$ cat config.mk
export PLATFORM = sky130hd
export DESIGN_NAME = serial_rx_7bit
export DESIGN_NICKNAME = d
export VERILOG_FILES = /design/src/rtl/serial_rx_7bit_pkg.sv /design/src/rtl/rx_sync_2ff.sv /design/src/rtl/serial_rx_7bit.sv
export SDC_FILE = /design/constraint.sdc
export NUM_CORES = 1
export LEC_CHECK = 0
export ABC_AREA = 1
export CAP_MARGIN = 30
export CORE_ASPECT_RATIO = 1.5
export CORE_MARGIN = 8
export CORE_UTILIZATION = 59
export DETAILED_ROUTE_END_ITERATION = 10
export PLACE_DENSITY_LB_ADDON = 0.25
export SYNTH_ARGS = -nofsm -noshare
export SYNTH_HDL_FRONTEND = slang
export SYNTH_SLANG_ARGS = --single-unit
$ cat constraint.sdc
create_clock -name clk -period 2.87 [get_ports clk]
set_clock_uncertainty 0.2 [all_clocks]
set_input_delay 0.287 -clock clk [delete_from_list [all_inputs] [get_ports clk]]
set_output_delay 0.287 -clock clk [all_outputs]
set_load 0.01 [all_outputs]
$ cat src/rtl/serial_rx_7bit_pkg.sv
// Shared constants for the 7-bit serial receiver:
// FSM encodings, frame width and default bit period.
package serial_rx_7bit_pkg;

   localparam int DATA_W           = 7;
   localparam int CLKS_PER_BIT_DEF = 16;

   localparam logic [2:0] IDLE      = 3'd0;
   localparam logic [2:0] START     = 3'd1;
   localparam logic [2:0] DATA      = 3'd2;
   localparam logic [2:0] PARITY    = 3'd3;
   localparam logic [2:0] STOP      = 3'd4;
   localparam logic [2:0] WAIT_IDLE = 3'd5;

endpackage

$ cat src/rtl/rx_sync_2ff.sv
// Two-flop synchronizer for a single asynchronous input,
// reset to a selectable idle level.
module rx_sync_2ff #(
   parameter bit RST_VAL = 1'b1
) (
   input  logic clk_i,
   input  logic rst_ni,
   input  logic d_i,
   output logic q_o
);

   logic meta_q;
   logic sync_q;

   always_ff @(posedge clk_i or negedge rst_ni) begin
      if (!rst_ni) begin
         meta_q <= RST_VAL;
         sync_q <= RST_VAL;
      end else begin
         meta_q <= d_i;
         sync_q <= meta_q;
      end
   end

   assign q_o = sync_q;

endmodule

$ cat src/rtl/serial_rx_7bit.sv
// Serial receiver: start bit, 7 data bits LSB-first,
// optional even parity, stop bit; one-cycle result pulses.
module serial_rx_7bit
   import serial_rx_7bit_pkg::*;
#(
   parameter int CLKS_PER_BIT = CLKS_PER_BIT_DEF,
   parameter bit PARITY_EN    = 1'b1
) (
   input  logic              clk,
   input  logic              reset,
   input  logic              rx_in,
   output logic [DATA_W-1:0] data_out,
   output logic              data_valid,
   output logic              parity_err,
   output logic              frame_err,
   output logic              busy
);

   localparam int CW = $clog2(CLKS_PER_BIT);
   localparam logic [CW-1:0] CNT_MAX = CW'(CLKS_PER_BIT - 1);
   localparam logic [CW-1:0] CNT_MID = CW'(CLKS_PER_BIT / 2 - 1);
   localparam logic [2:0]    IDX_LAST = 3'(DATA_W - 1);

   logic              rxs;
   logic [2:0]        state_q, state_d;
   logic [CW-1:0]     cnt_q, cnt_d;
   logic [2:0]        idx_q, idx_d;
   logic [DATA_W-1:0] shift_q, shift_d;
   logic              par_q, par_d;
   logic [DATA_W-1:0] data_q, data_d;
   logic              dv_q, dv_d;
   logic              pe_q, pe_d;
   logic              fe_q, fe_d;

   rx_sync_2ff #(
      .RST_VAL(1'b1)
   ) u_sync (
      .clk_i (clk),
      .rst_ni(reset),
      .d_i   (rx_in),
      .q_o   (rxs)
   );

   always_comb begin
      state_d = state_q;
      cnt_d   = cnt_q + 1'b1;
      idx_d   = idx_q;
      shift_d = shift_q;
      par_d   = par_q;
      data_d  = data_q;
      dv_d    = 1'b0;
      pe_d    = 1'b0;
      fe_d    = 1'b0;
      unique case (state_q)
         IDLE: begin
            cnt_d = '0;
            idx_d = '0;
            if (!rxs) state_d = START;
         end
         START: begin
            if (cnt_q == CNT_MID) begin
               cnt_d   = '0;
               state_d = rxs ? IDLE : DATA;
            end
         end
         DATA: begin
            if (cnt_q == CNT_MAX) begin
               cnt_d   = '0;
               shift_d = {rxs, shift_q[DATA_W-1:1]};
               idx_d   = idx_q + 3'd1;
               if (idx_q == IDX_LAST) begin
                  idx_d   = '0;
                  state_d = PARITY_EN ? PARITY : STOP;
               end
            end
         end
         PARITY: begin
            if (cnt_q == CNT_MAX) begin
               cnt_d   = '0;
               par_d   = rxs;
               state_d = STOP;
            end
         end
         STOP: begin
            if (cnt_q == CNT_MAX) begin
               cnt_d = '0;
               if (!rxs) begin
                  fe_d    = 1'b1;
                  state_d = WAIT_IDLE;
               end else if (PARITY_EN && ((^shift_q) ^ par_q)) begin
                  pe_d    = 1'b1;
                  state_d = IDLE;
               end else begin
                  dv_d    = 1'b1;
                  data_d  = shift_q;
                  state_d = IDLE;
               end
            end
         end
         WAIT_IDLE: begin
            // A held-low line (break) must not look like a new start bit.
            cnt_d = '0;
            if (rxs) state_d = IDLE;
         end
         default: begin
            cnt_d   = '0;
            state_d = IDLE;
         end
      endcase
   end

   always_ff @(posedge clk or negedge reset) begin
      if (!reset) begin
         state_q <= IDLE;
         cnt_q   <= '0;
         idx_q   <= '0;
         shift_q <= '0;
         par_q   <= 1'b0;
         data_q  <= '0;
         dv_q    <= 1'b0;
         pe_q    <= 1'b0;
         fe_q    <= 1'b0;
      end else begin
         state_q <= state_d;
         cnt_q   <= cnt_d;
         idx_q   <= idx_d;
         shift_q <= shift_d;
         par_q   <= par_d;
         data_q  <= data_d;
         dv_q    <= dv_d;
         pe_q    <= pe_d;
         fe_q    <= fe_d;
      end
   end

   assign data_out   = data_q;
   assign data_valid = dv_q;
   assign parity_err = pe_q;
   assign frame_err  = fe_q;
   assign busy       = (state_q != IDLE);

endmodule
==> flow_summary.ini <==
[status]
status = completed

[cts]
cts-htree-levels = 2
clkSinkCount = 30
cts_resized = 0
clk-insertion-delay-late_ps = 320
cts_hold_buf = 0
cts_tree = built
clkSlewWorstSetupHoldPaths_ps = 90
cts_buffers = 5
cts_root_buffer = clkbuf_4
cts_buffer_depth = 2
post-cts-setup-buffers = 0

[grt]
grt_pass1_wl_mm = 4.664
grt_pass1_vias = 1133
grt-ovfl-total = 0
grt_max_degree = 31
antenna_found_initial = 0
track_usage_pct = 13.15

[setup_path]
cp-start-kind = register
rr_startpoint = cnt_q[0]
critical_path_arrival_ps = 1590
critical_path_class = register to output port
crit_fanout = 7
worstSetupEndpointType = output port
critPathRequiredTime_ps = 2380
critPathLaunch = state_q[0]

[sta]
max_freq_mhz = 481.3
hold_viol = 0
max-slew-margin-rel_pct = 73.26
timing.hold.ws_ps = 144.9
period_share_pct = 72.40
setup_violations = 0
tightest_slew_ps = 399.8
layout_min_cycle_time_ps = 2078
drv_slew = 0
rsz0062_at_grt = false
fin_tns_setup_ps = 0

[placement]
routabilityCongestion = 0.7618
place_hpwl_mm = 2.021
io_buffers = 13

[logic_synthesis]
synthesis.area_mm2 = 0.001446
ys_ff_latch = 30
synth_top_family_by_area = simple AND/OR/NAND/NOR gates
ys_seq_area_share_pct = 52.08
synth.distinct_cells = 27
synth_fa_ha_area_share_pct = 0.8651
synthMuxAreaShare_pct = 0.7785
synth_xor_area_share_pct = 1.211
synth_top_cell_by_area = dfrtp_1
yosysWarnings = 0
synth_top_area_share_pct = 48.44
synthCells = 175
synth_compound_area_share_pct = 8.651
avgSynthCellArea_um2 = 8.265
synth_nets = 179
yosys-top-cells-area = dfrtp_1 48%, nand2_1 13%, inv_1 5.4%
synth-simple-area-share_pct = 29.84

[detailed_routing]
wl_per_cell_um = 12.05
num_vias = 1163
drt-initial-drc-count = 30
detail-route-antenna-nets = 0
first_pass_iters = 4
wirelength_mm = 2.639
avgViaCountPerCell = 5.311
route.detailed.drc = 0

[final_layout]
fill_cells = 229
final_nets = 199
drive_above_1_share_pct = 12.31
mostFrequentLayoutCells = 49 x nand2_1, 28 x dfrtp_1, 21 x inv_1, 19 x nor2_1, 13 x clkdlybuf4s50_1
final_common_cell = nand2_1
antennaDiodeCount = 0
syn_to_final_growth_pct = 14.36

[die]
start_util_pct = 60.40
ioPinCount = 14
die_h_um = 76.64
core_mm2 = 0.002395
die_x_um = 56.43
row_count = 22
dieArea_mm2 = 0.004324

[power]
powerDensity_mw_per_mm2 = 612.2
leakage_nw = 0.8200
ir_drop_mv = 0.4814

[worst_hold_path]
hp-class = primary input to asynchronous set/reset pin

[run]
maxCapViolations = 0
cells in the mapped netlist, drive strengths merged:
| cell type | instances |
|---|---|
| a21oi | 8 |
| a22oi | 1 |
| a31oi | 1 |
| buf | 1 |
| clkinv | 1 |
| dfrtp | 28 |
| dfstp | 2 |
| ha | 1 |
| inv | 23 |
| mux2 | 1 |
| nand2 | 56 |
| nand3 | 4 |
| nand4 | 8 |
| nor2 | 22 |
| nor3 | 3 |
| o21a | 1 |
| o21ai | 12 |
| xnor2 | 1 |
| xor2 | 1 |
per-layer routing:
layer	share of wire (%)	up-vias	track usage, %	routed length [um]
met5	0	-	0	0
met4	1.9	0	5.072	50
met3	5.7	6	6.000	150
met2	51	20	22.69	1343
met1	41	536	13.15	1095
li1	-	601	-	-
through the flow:
stage	setup WS [ps]	std cells	instance area, um^2	util, %	power, W
2_1_floorplan	1250	175	1446	-	0.0007169
3_3_place_gp	1106	212	1609	67.19	0.0007879
3_5_place_dp	1071	212	1609	67.19	0.0007980
4_1_cts	770.5	219	1654	69.07	0.001029
5_1_grt	720.6	219	1654	69.07	0.001086
6_report	792.2	219	1654	69.07	0.001013
registers in the layout (all words and copies together), names as in the netlist:
register / cells
state_q: 3
idx_q: 3
u_sync.meta_q: 1
parity_err: 1
data_valid: 1
u_sync.q_o: 1
data_out: 7
cnt_q: 4
par_q: 1
frame_err: 1
shift_q: 7
path summary, 6_finish.rpt:
check | to | depth (start not counted) | slack [ps]
max | busy | 3 | 790
min | data_out[2] | 2 | 140
max reg2reg | data_out[6] | 8 | 1060
min reg2reg | u_sync.q_o | 0 | 160
max in group asynchronous | u_sync.meta_q | 2 | 2000
min in group clk | u_sync.q_o | 0 | 160
worst max-delay path, cell delays in order, from the launching register on:
cell and delay [ps]:
dfrtp_1 490, nor2_2 80, nand2_1 140, clkdlybuf4s50_1 560
cell type report:
| type | instances | area [um^2] | area share (%) |
|---|---|---|---|
| Sequential cell | 30 | 753.2 | 45.54 |
| Multi-Input combinational cell | 120 | 598.1 | 36.16 |
| Timing Repair Buffer | 14 | 137.6 | 8.321 |
| Inverter | 24 | 90.09 | 5.446 |
| Clock buffer | 7 | 45.04 | 2.723 |
| Tap cell | 24 | 30.03 | 1.815 |
where the power goes:
part / switching, W / internal (W) / leakage, nW
logic: 0.000171 / 0.000105 / 0.388
clock network: 0.000131 / 0.0000922 / 0.0254
registers: 0.0000474 / 0.000467 / 0.406
logic make-up (layout without fill, tap and decap cells):
family | count (synthesis) | in the layout
flip-flops | 30 | 30
AO/OA/AOI/OAI | 23 | 23
multiplexers | 1 | 1
buffers and inverters | 25 | 45
XOR/XNOR | 2 | 2
adder cells (fa/ha/maj) | 1 | 1
AND/OR/NAND/NOR | 93 | 93
(Power assumes the default switching activity.)
